**src/rtl/pc_sel_pkg.sv**
```systemverilog
// Shared encodings for the fetch-stage next-PC selector: redirect modes, FSM states
// and the rule for letting a newer redirect replace a buffered one.
package pc_sel_pkg;

    typedef enum logic [1:0] {
        PCS_SEQ    = 2'b00,
        PCS_JUMP   = 2'b01,
        PCS_JR     = 2'b10,
        PCS_BRANCH = 2'b11
    } pcs_mode_e;

    typedef enum logic [1:0] {
        ST_RUN   = 2'b00,
        ST_STALL = 2'b01,
        ST_PEND  = 2'b10
    } pcs_state_e;

    // A resolved branch from EX is never displaced by a younger ID-stage jump/jr.
    function automatic logic pcs_overrides(input pcs_mode_e new_mode, input pcs_mode_e old_mode);
        return (new_mode == PCS_BRANCH) || (old_mode != PCS_BRANCH);
    endfunction

endpackage

```
**src/rtl/pc_redirect_arb.sv**
```systemverilog
// Combinational pick between the live redirect request and the buffered (pending)
// redirect; yields the winning target, its mode and a valid flag.
module pc_redirect_arb
    import pc_sel_pkg::*;
#(
    parameter int unsigned ADDR_W = 32
) (
    input  logic [1:0]        mode,
    input  logic              req,
    input  logic [ADDR_W-1:0] jump_target,
    input  logic [ADDR_W-1:0] jr_target,
    input  logic [ADDR_W-1:0] branch_target,
    input  logic              pend_valid,
    input  pcs_mode_e         pend_mode,
    input  logic [ADDR_W-1:0] pend_target,
    output logic              sel_valid,
    output pcs_mode_e         sel_mode,
    output logic [ADDR_W-1:0] sel_target
);

    pcs_mode_e         live_mode;
    logic              live_valid;
    logic [ADDR_W-1:0] live_target;

    always_comb begin
        live_mode   = pcs_mode_e'(mode);
        live_valid  = req && (live_mode != PCS_SEQ);
        live_target = '0;
        case (live_mode)
            PCS_JUMP:   live_target = jump_target;
            PCS_JR:     live_target = jr_target;
            PCS_BRANCH: live_target = branch_target;
            default:    live_target = '0;
        endcase
    end

    always_comb begin
        sel_valid  = 1'b0;
        sel_mode   = PCS_SEQ;
        sel_target = '0;
        if (live_valid && (!pend_valid || pcs_overrides(live_mode, pend_mode))) begin
            sel_valid  = 1'b1;
            sel_mode   = live_mode;
            sel_target = live_target;
        end else if (pend_valid) begin
            sel_valid  = 1'b1;
            sel_mode   = pend_mode;
            sel_target = pend_target;
        end
    end

endmodule

```
**src/rtl/pc_select_unit.sv**
```systemverilog
// Fetch-stage PC register and next-PC selection with stall-safe redirect buffering.
// Optional exception vectoring is built when PCSEL_EXC_EN is defined.
//
// state | meaning
// RUN   | fetching normally, nothing buffered
// STALL | fetch held, no redirect buffered
// PEND  | fetch held, a redirect target is buffered until stall releases
module pc_select_unit
    import pc_sel_pkg::*;
#(
    parameter int unsigned       ADDR_W      = 32,
    parameter int unsigned       INSTR_BYTES = 4,
    parameter logic [ADDR_W-1:0] RESET_PC    = '0
`ifdef PCSEL_EXC_EN
    , parameter logic [ADDR_W-1:0] EXC_VEC   = ADDR_W'(32'h80)
`endif
) (
    input  logic              Clk,
    input  logic              Reset_n,
    input  logic              Stall,
    input  logic [1:0]        J_JR_Branch,
    input  logic              Redirect_Req,
    input  logic [ADDR_W-1:0] Jump_Target,
    input  logic [ADDR_W-1:0] JR_Target,
    input  logic [ADDR_W-1:0] Branch_Target,
`ifdef PCSEL_EXC_EN
    input  logic              Exc,
`endif
    output logic [ADDR_W-1:0] PC,
    output logic [ADDR_W-1:0] PC_Plus,
    output logic              Flush_IF,
    output logic              Pending,
    output logic              Misalign
);

    localparam logic [ADDR_W-1:0] LOW_MASK = ADDR_W'(INSTR_BYTES - 1);
    localparam logic [ADDR_W-1:0] PC_STEP  = ADDR_W'(INSTR_BYTES);

    pcs_state_e        state_q, state_d;
    logic [ADDR_W-1:0] pc_q, pc_d;
    pcs_mode_e         pend_mode_q, pend_mode_d;
    logic [ADDR_W-1:0] pend_target_q, pend_target_d;
    logic              flush_q, flush_d;
    logic              misalign_q, misalign_d;

    logic              sel_valid;
    pcs_mode_e         sel_mode;
    logic [ADDR_W-1:0] sel_target;
    logic              load_tgt;
    logic [ADDR_W-1:0] tgt;

    pc_redirect_arb #(
        .ADDR_W (ADDR_W)
    ) u_arb (
        .mode          (J_JR_Branch),
        .req           (Redirect_Req),
        .jump_target   (Jump_Target),
        .jr_target     (JR_Target),
        .branch_target (Branch_Target),
        .pend_valid    (state_q == ST_PEND),
        .pend_mode     (pend_mode_q),
        .pend_target   (pend_target_q),
        .sel_valid     (sel_valid),
        .sel_mode      (sel_mode),
        .sel_target    (sel_target)
    );

    assign PC_Plus = pc_q + PC_STEP;

    always_comb begin
        state_d       = state_q;
        pc_d          = pc_q;
        pend_mode_d   = pend_mode_q;
        pend_target_d = pend_target_q;
        flush_d       = 1'b0;
        misalign_d    = 1'b0;
        load_tgt      = 1'b0;
        tgt           = sel_target;

        case (state_q)
            ST_PEND: begin
                if (Stall) begin
                    // arbiter already resolved whether the live request displaces the buffer
                    pend_mode_d   = sel_mode;
                    pend_target_d = sel_target;
                end else begin
                    load_tgt = 1'b1;
                    state_d  = ST_RUN;
                end
            end
            default: begin
                if (Stall) begin
                    if (sel_valid) begin
                        pend_mode_d   = sel_mode;
                        pend_target_d = sel_target;
                        state_d       = ST_PEND;
                    end else begin
                        state_d = ST_STALL;
                    end
                end else begin
                    if (sel_valid) begin
                        load_tgt = 1'b1;
                    end else begin
                        pc_d = PC_Plus;
                    end
                    state_d = ST_RUN;
                end
            end
        endcase

`ifdef PCSEL_EXC_EN
        if (Exc) begin
            load_tgt = 1'b1;
            tgt      = EXC_VEC;
            state_d  = ST_RUN;
        end
`endif

        if (load_tgt) begin
            pc_d          = tgt & ~LOW_MASK;
            flush_d       = 1'b1;
            misalign_d    = |(tgt & LOW_MASK);
            pend_mode_d   = PCS_SEQ;
            pend_target_d = '0;
        end
    end

    always_ff @(posedge Clk or negedge Reset_n) begin
        if (!Reset_n) begin
            state_q       <= ST_RUN;
            pc_q          <= RESET_PC;
            pend_mode_q   <= PCS_SEQ;
            pend_target_q <= '0;
            flush_q       <= 1'b0;
            misalign_q    <= 1'b0;
        end else begin
            state_q       <= state_d;
            pc_q          <= pc_d;
            pend_mode_q   <= pend_mode_d;
            pend_target_q <= pend_target_d;
            flush_q       <= flush_d;
            misalign_q    <= misalign_d;
        end
    end

    assign PC       = pc_q;
    assign Flush_IF = flush_q;
    assign Pending  = (state_q == ST_PEND);
    assign Misalign = misalign_q;

endmodule

```
**config.mk**
```make
export PLATFORM = sky130hd
export DESIGN_NAME = pc_select_unit
export DESIGN_NICKNAME = d
export VERILOG_FILES = /design/src/rtl/pc_sel_pkg.sv /design/src/rtl/pc_redirect_arb.sv /design/src/rtl/pc_select_unit.sv
export SDC_FILE = /design/constraint.sdc
export NUM_CORES = 1
export LEC_CHECK = 0
export ABC_AREA = 1
export BUFFER_PORTS_ARGS = -buffer_cell sky130_fd_sc_hd__buf_2
export CAP_MARGIN = 20
export CORE_UTILIZATION = 55
export CTS_BUF_LIST = sky130_fd_sc_hd__clkbuf_16
export CTS_CLUSTER_DIAMETER = 200
export DETAILED_ROUTE_END_ITERATION = 10
export GPL_TIMING_DRIVEN = 0
export PLACE_DENSITY = 0.95
export SYNTH_ARGS = -nofsm -noshare
export SYNTH_HDL_FRONTEND = slang
export SYNTH_SLANG_ARGS = --single-unit
```
**constraint.sdc**
```tcl
create_clock -name Clk -period 3 [get_ports Clk]
set_input_delay 0.6 -clock Clk [delete_from_list [all_inputs] [get_ports Clk]]
set_output_delay 0.6 -clock Clk [all_outputs]
set_load 0.03 [all_outputs]
```
; ---- After elaboration in Yosys (flattened, before gate mapping)
; Index checks and enable logic that the tools add are counted.
[word_totals]
reg_bits = 70
elab_cells = 58
[op_classes]
n_reduce_logical = 11
muxes = 31
addsub = 1
eq_ne = 9
[op_table]
columns = op, n
row1 = $mux W32, 11
row2 = $pmux W32 S3, 1
row3 = $add A32 B3 Y32 const B, 1
row4 = $mux W2, 11
row5 = $mux W1, 8
row6 = $eq A2 B2 Y1 const B, 3
row7 = $ne A2 B2 Y1 const B, 3
row8 = $ne A2 B1 Y1 const B, 2
row9 = $reduce_bool A2 Y1, 2
row10 = $reduce_and A3 Y1, 1
row11 = $reduce_bool A3 Y1, 1
row12 = $eq A2 B1 Y1 const B, 1
row13 = $logic_and A1 B1 Y1, 2
row14 = $logic_or A1 B1 Y1, 2
row15 = $reduce_and A2 Y1, 1
row16 = $reduce_or A2 Y1, 1
row17 = $logic_not A1 Y1, 1

; ---- Depth between registers and ports, before layout
; Gate-level depths: netlist (run 1).
[depth]
depth_word = 10
depth_mapped = 10
mapped_depth_nobuf = 10

; ---- Hierarchy
; A second synthesis (run 1) with hierarchy kept.
[unflattened]
cells_unflattened = 824
hier_area_um2 = 5225.0
[modules_own_cells]
columns = module, instances, seq_area_each_um2, cells_per_inst, area_per_inst_um2
row1 = pc_select_unit, 1, 1701.6, 482, 3693.5
row2 = pc_redirect_arb, 1, 0.0, 342, 1531.5

; ---- Worst setup path before layout (run 1)
; No wires, ideal clock.
[synth_path]
path_kind = reg2out
startpoint = reg pc_q[3], in the netlist PC[3]
endpoint = out PC_Plus[8]
t_arrival_ns = 1.719
path_stages_with_launch = 5
path_buffers = 0
setup_slack_ns = 0.681
cell_sequence = dfrtp_1 -> ha_1 -> nand3_1 -> nor2_1 -> xor2_1
[synth_via]
elab_chain_cells = 1
[synth_lines]
columns = element, line
row1 = start: declaration, pc_select_unit.sv:40  ; logic [ADDR_W-1:0] pc_q, pc_d;
row2 = start signal: assignment, pc_select_unit.sv:138  ; pc_q <= pc_d;
row3 = $add A32 B3 Y32, pc_select_unit.sv:68  ; assign PC_Plus = pc_q + PC_STEP;
row4 = end: declaration, pc_select_unit.sv:30  ; output logic [ADDR_W-1:0] PC_Plus,
; Every way passes these cells.

; ---- Worst setup path after layout (run 1)
[layout_path]
startpoint = reg pc_q[3], in the netlist PC[3]
endpoint = out PC_Plus[14]
; Same word-level chain as after synthesis.

==> results of run 1 <==
==> cells in the mapped netlist (all sizes together) (2+ instances only) <==
master / instances
buf: 28
o211ai: 2
a22oi: 3
and2: 3
nor2: 67
xnor2: 5
o21ai: 43
nand2: 354
inv: 44
dfrtp: 68
nand3: 110
a21boi: 14
clkbuf: 12
o21bai: 2
nand3b: 16
xor2: 3
==> layout make-up <==
| class | count | share of cell area, % |
|---|---|---|
| Inverter | 44 | 2.70 |
| Clock inverter | 7 | 0.962 |
| Tap cell | 105 | 2.15 |
| Timing Repair Buffer | 163 | 13.4 |
| Clock buffer | 9 | 3.69 |
| Multi-Input combinational cell | 629 | 45.9 |
| Buffer | 40 | 3.32 |
| Sequential cell | 68 | 27.8 |
==> routing by layer <==
metal  track usage [%]  vias up  wire length (um)
met2              56.2      334              7240
met1              45.4     2659              6440
met5                 0        -                 0
met3              5.61       17              1410
li1                  -     2838                 -
met4              9.83        0               200
==> cells by family after synthesis <==
group	after synthesis	share of synthesized area, %
compound gates	65	7.84
xor+xnor	8	1.44
fa+ha+maj	1	0.257
buf+inv	84	7.56
flops	68	35.0
other cells	1	0.0771
simple gates	551	47.9
==> registers in the layout, indices dropped and copies added, names as in the netlist <==
register       flops
Misalign           1
Flush_IF           1
pend_target_q     32
state_q            2
PC                30
pend_mode_q        2
==> worst max-delay path by stage <==
stage / from / to / slack [ns]
2_1_floorplan: PC[3] / PC_Plus[8] / 0.68
3_3_place_gp: PC[3] / PC_Plus[14] / 0.69
3_5_place_dp: PC[3] / PC_Plus[14] / 0.65
4_1_cts: PC[3] / PC_Plus[14] / 0.29
5_1_grt: PC[3] / PC_Plus[14] / 0.15
6_report: PC[3] / PC_Plus[14] / 0.26
==> stage by stage <==
step | hold slack, ns | std cells | util, % | total power, W
final | 0.363 | 1065 | 72.9 | 0.00330
after global routing | 0.435 | 1065 | 72.9 | 0.00346
after CTS | 0.414 | 1065 | 72.9 | 0.00328
after detailed placement | 0.469 | 1049 | 69.5 | 0.00226
after global placement | 0.462 | 1049 | 69.5 | 0.00223
after floorplan | 0.304 | 781 | - | 0.00189
==> report_power, final <==
part           internal (W)  switching, W  leakage (nW)  total (W)
registers           0.00105      0.000143         0.888    0.00120
clock network      0.000631      0.000403         0.141    0.00103
logic              0.000332      0.000739          2.28    0.00107
total               0.00202       0.00128          3.31    0.00330
==> worst max-delay path: cells and delay by family (launching register included) <==
family / cells / cell delay, ns
buffers and inverters: 2 / 0.26
DFF: 1 / 0.45
and+or+nand+nor: 5 / 0.84
adders and majority gates: 1 / 0.26
==> flow_summary.json, run 1 <==
{
  "worst_slew_pin_slew_ns": 0.857,
  "cts_tree": "done",
  "yosysTopAreaCell": "dfrtp_1",
  "antenna_found_initial": 0,
  "cp_data_arrival_time_ns": 2.14,
  "drv_cap": 0,
  "drive_gt1_share_pct": 23.1,
  "critical-path-max-stage-delay_ns": 0.45,
  "worst-setup-path-type": "reg -> out",
  "hold_class": "in -> async",
  "fin_crit_sh_pct": 91.3,
  "p_leak_nw": 3.31,
  "placed_cell_area_sq_um": 5830,
  "synth_edf_count": 0,
  "crit_path_frequent_cell": "nand2_1",
  "grt_usage_pct": 33.8,
  "drt_iter0_drc": 449,
  "regToRegSetupSlack_ns": 1.18,
  "grt_max_degree": 69,
  "setup_tns_ns": 0,
  "crit_chain": "ha_1, inv_1, nor2_1, nand2_1, nor2_2, nand2_1, and2_1, buf_2",
  "cts.clk_slew.worst_paths_ns": 0.06,
  "grt.overflow.total": 0,
  "max_freq_mhz": 365,
  "fin_skew_ns": 0.00533,
  "syn_to_final_growth_pct": 25.6,
  "antenna_left": 0,
  "io-pin-count": 169,
  "h-tree-depth": 3,
  "drv_slew": 0,
  "vias": 5848,
  "syn_inst": 778,
  "fillers": 733,
  "ys.flop_type": "dfrtp_1",
  "core-area_sq_um": 8380,
  "endpoint_kind": "output pin",
  "fp.dieH_um": 96.1,
  "register_area_sq_um": 1700,
  "synth_top_area_share_pct": 35.0,
  "avgSynthCellArea_sq_um": 6.25,
  "max-vdd-ir-drop_mv": 0.318,
  "crit_required_ns": 2.40,
  "io_buffers": 163,
  "root_buffer": "clkbuf_16",
  "place_ws_ns": 0.653,
  "place_hpwl_um": 11600,
  "avgViaCountPerCell": 5.49,
  "ys_ff_latch": 68,
  "worst_slack_ns": 0.260,
  "rows": 33,
  "r2r_start": "PC[3]",
  "layout_common_cells": "350 x nand2_1, 180 x buf_2, 110 x nand3_1",
  "powerDensity_nw_per_um2": 540,
  "ys_async_sr_fraction_pct": 100,
  "wl_um": 15300,
  "rsz0062_at_grt": "false",
  "clkSinkCount": 68,
  "cts_buffers": 9,
  "start_kind": "register",
  "final_common_cell": "nand2_1",
  "timing.rr.end": "PC[16]",
  "wire_per_inst_um": 14.4,
  "cp_max_fo": 5,
  "drtPass1Iterations": 6,
  "worst_r2r_path_depth": 8,
  "status": "complete, no violations",
  "synth_sequential_area_ratio_pct": 35.0,
  "min_period_ns": 2.74,
  "drc": 0,
  "synth_cell_type_count": 31,
  "yosys_warnings": 0,
  "antenna_cells": 0,
  "cts_max_path_buffers": 2,
  "final_cell_area_sq_um": 6110,
  "gp_congestion": 0.962,
  "ys_top_cells_by_area": "dfrtp_1 35%, nand2_1 27%, nand3_1 11%",
  "grt_first_pass_wirelength_um": 23600,
  "start_util_pct": 58.1,
  "multi_input_area_sq_um": 2810,
  "die_x_um": 96.1,
  "hold_buffers": 0,
  "clock_latency_ns": 0.34,
  "relSlewSlack_pct": 42.9,
  "grt_pass1_vias": 5048,
  "cp_slowest_cell": "dfrtp_1",
  "nets": 1058,
  "die_area_sq_um": 9230,
  "cts_setup_buffers": 0,
  "finalSetupViolations": 0,
  "syn-cell-area_sq_um": 4870,
  "ctsResizeCount": 0,
  "hold_violations": 0
}
Note: power is estimated with default switching activity, not from simulation.
==> inputs of run 2 (changes only) <==
--- a/config.mk
+++ b/config.mk
@@ -8,12 +8,14 @@
 export ABC_AREA = 1
 export BUFFER_PORTS_ARGS = -buffer_cell sky130_fd_sc_hd__buf_2
 export CAP_MARGIN = 20
-export CORE_UTILIZATION = 55
+export CORE_UTILIZATION = 56
 export CTS_BUF_LIST = sky130_fd_sc_hd__clkbuf_16
 export CTS_CLUSTER_DIAMETER = 200
+export CTS_CLUSTER_SIZE = 12
 export DETAILED_ROUTE_END_ITERATION = 10
 export GPL_TIMING_DRIVEN = 0
 export PLACE_DENSITY = 0.95
 export SYNTH_ARGS = -nofsm -noshare
 export SYNTH_HDL_FRONTEND = slang
+export SYNTH_HIERARCHICAL = 1
 export SYNTH_SLANG_ARGS = --single-unit
==> run 2 against run 1 <==
  * Via count up 5.1%
  * Worst hold slack better by 0.0017 ns
  * Clock skew rose by 0.0018 ns
  * Worst setup slack better by 0.070 ns
  * Total power is 11% higher
  * Register-to-register slack got worse by 0.85 ns
  * Largest cell class unchanged
  * Combinational power rose by 9%
  * Clock power grew 32%
  * Flip-flop and latch count is the same
==> flow_summary.json, run 2 <==
{
  "status": "complete, no violations",
  "avgViaCountPerCell": 5.52,
  "synth-adder-area-share_pct": 0.239,
  "synth_cell_type_count": 34,
  "cts_buffers": 9,
  "grt_pass1_vias": 5707,
  "io-pin-count": 169,
  "synth_edf_count": 0,
  "multi_input_area_sq_um": 2770,
  "register_area_sq_um": 1700,
  "antenna_cells": 0,
  "core-area_sq_um": 8890,
  "synth.most_common_cell": "nand2_1",
  "grt_usage_pct": 34.7,
  "drc": 0,
  "drtPass1Iterations": 5,
  "antenna_found_initial": 0,
  "p_sw_w": 0.00140,
  "cts_setup_buffers": 0,
  "final_common_cell": "nand2_1",
  "avgSynthCellArea_sq_um": 6.34,
  "syn_to_final_growth_pct": 25.6,
  "h-tree-depth": 3,
  "root_buffer": "clkbuf_16",
  "antenna_left": 0,
  "clkSinkCount": 68,
  "min_period_ns": 2.67,
  "grt_first_pass_wirelength_um": 26700,
  "grt.overflow.total": 0,
  "hold_violations": 0,
  "synth_top_area_share_pct": 32.6,
  "worst_slew_pin_slew_ns": 0.877,
  "yosys_warnings": 6,
  "clock_latency_ns": 0.35,
  "syn-cell-area_sq_um": 5230,
  "drt_iter0_drc": 405,
  "nets": 1104,
  "ctsResizeCount": 0,
  "power.internal_w": 0.00228,
  "vias": 6146,
  "place_hpwl_um": 11800,
  "yosysTopAreaCell": "dfrtp_1",
  "synth_xor_area_share_pct": 1.34,
  "worst_r2r_path_depth": 14,
  "p_leak_nw": 3.74,
  "startpoint": "state_q[0]",
  "fp.dieH_um": 98.6,
  "io_buffers": 163,
  "drv_cap": 0,
  "worst-setup-path-type": "reg -> reg",
  "combPwrFrac_pct": 31.8,
  "cp_max_fo": 10,
  "power_frac_seq_pct": 31.1,
  "rsz0062_at_grt": "false",
  "powerDensity_nw_per_um2": 561,
  "endpoint_kind": "register",
  "ys_async_sr_fraction_pct": 100,
  "timing.rr.end": "PC[14]",
  "ys_top_cells_by_count": "277 x nand2_1, 149 x nand3_1, 119 x inv_1",
  "hold_buffers": 0,
  "cts_max_path_buffers": 2,
  "gp_congestion": 0.937,
  "wl_um": 16200,
  "cts_tree": "done",
  "cts.clk_slew.worst_paths_ns": 0.06,
  "synth-simple-area-share_pct": 40.7,
  "rows": 34,
  "relSlewSlack_pct": 41.6,
  "synth_top_family_by_area": "simple AND/OR/NAND/NOR gates",
  "max_freq_mhz": 374,
  "crit_required_ns": 3.23,
  "synth_sequential_area_ratio_pct": 32.6,
  "fin_crit_sh_pct": 89.0,
  "fin_skew_ns": 0.00717,
  "p_clk_share_pct": 37.1,
  "finalSetupViolations": 0,
  "crit_path_end": "PC[14]",
  "hold_ws_ns": 0.365,
  "regToRegSetupSlack_ns": 0.33,
  "power.total_w": 0.00368,
  "ys.flop_type": "dfrtp_1",
  "max_flop_register": "pend_target_q",
  "cp_data_arrival_time_ns": 2.90,
  "setup_tns_ns": 0,
  "synth.mux.area_fraction_pct": 0,
  "swShare_pct": 37.9,
  "drive_gt1_share_pct": 24.2,
  "wire_per_inst_um": 14.5,
  "start_util_pct": 58.8,
  "largest_register_ffs": 32,
  "syn_inst": 824,
  "die_x_um": 98.6,
  "die_area_sq_um": 9720,
  "grt_max_degree": 69,
  "max-vdd-ir-drop_mv": 0.262,
  "hold_class": "in -> async",
  "drv_slew": 0,
  "ys_top_cells_by_area": "dfrtp_1 33%, nand2_1 20%, nand3_1 14%",
  "ys_ff_latch": 68,
  "r2r_start": "state_q[0]",
  "fillers": 727,
  "layout_common_cells": "277 x nand2_1, 179 x buf_2, 149 x nand3_1",
  "start_kind": "register",
  "synth-compound-area-share_pct": 10.6
}
-- run 2: cell count changes in the layout (fill, tap and decap cells not counted), sizes merged, moves of 3 or more --
cell	previous run	this run
nand3b	16	1
buf	191	201
nand3	110	149
inv	45	129
a22oi	3	0
nor2	67	48
a21boi	14	0
o22ai	0	27
o21ai	43	35
bufinv	1	4
a22o	0	16
nand2	354	281
-- run 2: power by group through the flow --
stage | clock, W | combinational [W] | sequential, W
6_report | 0.00136 | 0.00117 | 0.00114
5_1_grt | 0.00140 | 0.00127 | 0.00116
4_1_cts | 0.00136 | 0.00116 | 0.00114
3_5_place_dp | 0 | 0.00115 | 0.00115
3_3_place_gp | 0 | 0.00113 | 0.00115
2_1_floorplan | 0 | 0.000658 | 0.00127
-- run 2: through the flow --
stage / util (%) / instances / instance area (sq um) / worst slack (ns)
CTS: 73.8 / 1114 / 6560 / 0.392
global placement: 69.6 / 1098 / 6190 / 0.483
finish: 73.8 / 1114 / 6560 / 0.330
floorplan: - / 827 / 5240 / 0.499
detailed placement: 69.6 / 1098 / 6190 / 0.438
global route: 73.8 / 1114 / 6560 / 0.175
-- run 2: worst min-delay path by stage --
stage	slack [ns]	end	depth (start not counted)
floorplan	0.30	Flush_IF	0
global placement	0.47	pend_target_q[20]	2
detailed placement	0.48	pend_target_q[4]	2
CTS	0.41	pend_target_q[31]	1
global route	0.46	pend_target_q[2]	1
finish	0.37	pend_target_q[5]	1
-- run 2: kinds of logic (layout without fill, tap and decap cells) --
group / Yosys count / after routing
xor gates and xnor gates: 8 / 8
and+or+nand+nor: 485 / 485
buffers and inverters: 176 / 355
DFF: 68 / 68
AOI/OAI and AO/OA: 85 / 85
other: 1 / 4
adders and majority gates: 1 / 1
-- run 2: layout make-up --
cell class | count | share of cell area [%]
plain buffers | 48 | 4.27
clock buffers | 9 | 3.43
clock inverters | 7 | 2.23
inverters | 128 | 7.32
multi-input cells | 583 | 42.3
flip-flops and latches | 68 | 25.9
well taps | 108 | 2.06
repair buffers | 163 | 12.5
-- run 2: critical path, stage by stage, from the launching register on --
cell and delay (ns):
dfrtp_1 0.41, nor2_1 0.22, buf_4 0.21, nand2_1 0.07
clkinv_1 0.06, nand3_1 0.09, nand2_2 0.14, buf_4 0.20
nand2_1 0.07, o21bai_4 0.20, nor2_4 0.28, inv_1 0.15
buf_2 0.22, o21ai_0 0.17, inv_1 0.05
-- run 2: layer usage --
metal  part of all wire, %  up-vias  global-route usage (%)
met5                     0        -                       0
met4                   3.4        0                    19.1
met3                   9.2       45                    4.61
met2                    46      378                    55.0
met1                    41     2757                    46.3
li1                      -     2966                       -
==> inputs of run 3 (changes only) <==
--- a/config.mk
+++ b/config.mk
@@ -14,7 +14,8 @@
 export CTS_CLUSTER_SIZE = 12
 export DETAILED_ROUTE_END_ITERATION = 10
 export GPL_TIMING_DRIVEN = 0
-export PLACE_DENSITY = 0.95
+export PLACE_DENSITY = 0.92
+export RECOVER_POWER = 100
 export SYNTH_ARGS = -nofsm -noshare
 export SYNTH_HDL_FRONTEND = slang
 export SYNTH_HIERARCHICAL = 1
==> run 3 against run 2 <==
  * The flow now finishes with violations (max-capacitance violations, max-slew violations)
  * Die area did not move
  * Clock power fell by 24%
  * Via count fell by 0.81%
  * Critical path type is now reg -> out
  * Largest cell class unchanged
  * Largest power group is now sequential cells
==> flow_summary.json, run 3 (synthesized netlist as in run 2, its figures left out) <==
{
  "status": "complete, but fails checks",
  "violations": "max-capacitance violations, max-slew violations",
  "io-pin-count": 169,
  "max_freq_mhz": 359,
  "worst-path-stages": 8,
  "cp_data_arrival_time_ns": 2.18,
  "hold_buffers": 0,
  "cts_max_path_buffers": 2,
  "grt_max_degree": 69,
  "fin_skew_ns": 0.00799,
  "root_buffer": "clkbuf_16",
  "avgViaCountPerCell": 5.47,
  "vias": 6096,
  "grt_most_used_layer": "met2",
  "hold_depth": 2,
  "cts.clk_slew.worst_paths_ns": 0.06,
  "cts_setup_buffers": 0,
  "use_met2_pct": 55.3,
  "wire_per_inst_um": 14.3,
  "max_flop_register": "pend_target_q",
  "drv_cap": 1,
  "crit_required_ns": 2.40,
  "worst_r2r_path_depth": 14,
  "hold_violations": 0,
  "drive_gt1_share_pct": 18.2,
  "final_common_cell": "nand2_1",
  "rsz0062_at_grt": "false",
  "dp.cells": 1098,
  "timing.rr.end": "PC[16]",
  "endpoint_kind": "output pin",
  "drtPass1Iterations": 5,
  "gp_congestion": 0.941,
  "grt.overflow.total": 0,
  "startpoint": "PC[2]",
  "cp_slowest_cell": "dfrtp_1",
  "hold_path.startpoint": "pend_target_q[20]",
  "drv_slew": 69,
  "layout_common_cells": "280 x nand2_1, 149 x nand3_1, 128 x buf_2",
  "grt_util_met1_pct": 44.4,
  "powerDensity_nw_per_um2": 520,
  "drt_iter0_drc": 425,
  "nets": 1104,
  "syn_to_final_growth_pct": 22.0,
  "cts_buffers": 9,
  "rows": 34,
  "largest_register_ffs": 32,
  "combPwrFrac_pct": 34.1,
  "worst-setup-path-type": "reg -> out",
  "io_buffers": 163,
  "r2r_start": "state_q[0]",
  "p_clk_share_pct": 31.3,
  "utilization_pct": 71.7,
  "power.internal_w": 0.00198,
  "holdPathEnd": "pend_target_q[20]",
  "die_area_sq_um": 9720,
  "power.total_w": 0.00331,
  "clock_latency_ns": 0.34,
  "min_period_ns": 2.78,
  "wl_um": 15900,
  "grt_pass1_vias": 5606,
  "cts_tree": "done",
  "worst_slew_pin_slew_ns": 1.72,
  "start_kind": "register",
  "cpLargestDelayFamily": "simple AND/OR/NAND/NOR gates",
  "crit_path_frequent_cell": "nand2_1",
  "setup_tns_ns": 0,
  "hold_class": "reg -> reg",
  "max-vdd-ir-drop_mv": 0.299,
  "swShare_pct": 40.3,
  "ctsResizeCount": 0,
  "hold_ws_ns": 0.489,
  "grt_usage_pct": 33.8,
  "h-tree-depth": 3,
  "antenna_found_initial": 1,
  "p_sw_w": 0.00134,
  "core-area_sq_um": 8890,
  "fin_cells": 1115,
  "cp_max_fo": 5,
  "power_frac_seq_pct": 34.6,
  "relSlewSlack_pct": -14.9,
  "die_x_um": 98.6,
  "place_hpwl_um": 12000,
  "start_util_pct": 58.8,
  "clkSinkCount": 68,
  "crit_chain": "ha_1, nand2_1, nor2_1, nand2_1, nor2_4, nand2_1, nand2_1, clkbuf_1",
  "p_leak_nw": 3.54,
  "grtUsageMet3_pct": 5.89,
  "regToRegSetupSlack_ns": 0.28,
  "drc": 0,
  "grt_first_pass_wirelength_um": 26000,
  "critical-path-max-stage-delay_ns": 0.42,
  "fp.dieH_um": 98.6,
  "fin_crit_sh_pct": 92.8,
  "cp_num_buf_inv": 1,
  "antenna_left": 0,
  "finalSetupViolations": 0
}
-- run 3: cell count changes in the layout (fill, tap and decap cells not counted), sizes merged --
| cell | change |
|---|---|
| clkinvlp | +1 |
| diode | +1 |
| bufinv | -3 |
| clkbuf | +53 |
| buf | -53 |
| clkinv | +2 |
-- run 3: area by class of cell --
class	count	area, sq um
tap	108	135
sequential	68	1700
buffer	48	278
fill	761	2520
antenna	1	2.50
inverter	128	480
multi-input combinational	583	2730
timing repair buffer	163	758
clock buffer	9	225
clock inverter	7	60.1
-- run 3: worst max path at each step --
stage,endpoint,slack (ns)
global route,PC[16],0.09
finish,PC_Plus[18],0.22
floorplan,PC[10],0.50
detailed placement,PC[10],0.41
global placement,PC[10],0.46
CTS,PC_Plus[22],0.36
-- run 3: metrics by stage --
stage / instance area, sq um / setup WS (ns)
after floorplan: 5240 / 0.499
after global placement: 6190 / 0.460
after detailed placement: 6190 / 0.411
after CTS: 6470 / 0.359
after global routing: 6370 / 0.0949
final: 6370 / 0.217
-- run 3: tightest hold or removal path: stages (launching register included) --
cell and delay, ns:
dfrtp_1 0.34, nand2_1 0.05, o21ai_0 0.06
-- run 3: layer usage --
layer  routed length (um)  vias to the layer above
met5                    0                        -
met1                 6560                     2698
met2                 7370                      391
met4                  379                        0
met3                 1600                       35
li1                     -                     2972
-- run 3: power by group through the flow --
stage | clock, W | combinational (W) | sequential, W
after global placement | 0 | 0.00113 | 0.00115
after floorplan | 0 | 0.000658 | 0.00127
after CTS | 0.00103 | 0.00116 | 0.00114
after detailed placement | 0 | 0.00115 | 0.00115
final | 0.00104 | 0.00113 | 0.00115
after global routing | 0.00109 | 0.00123 | 0.00116
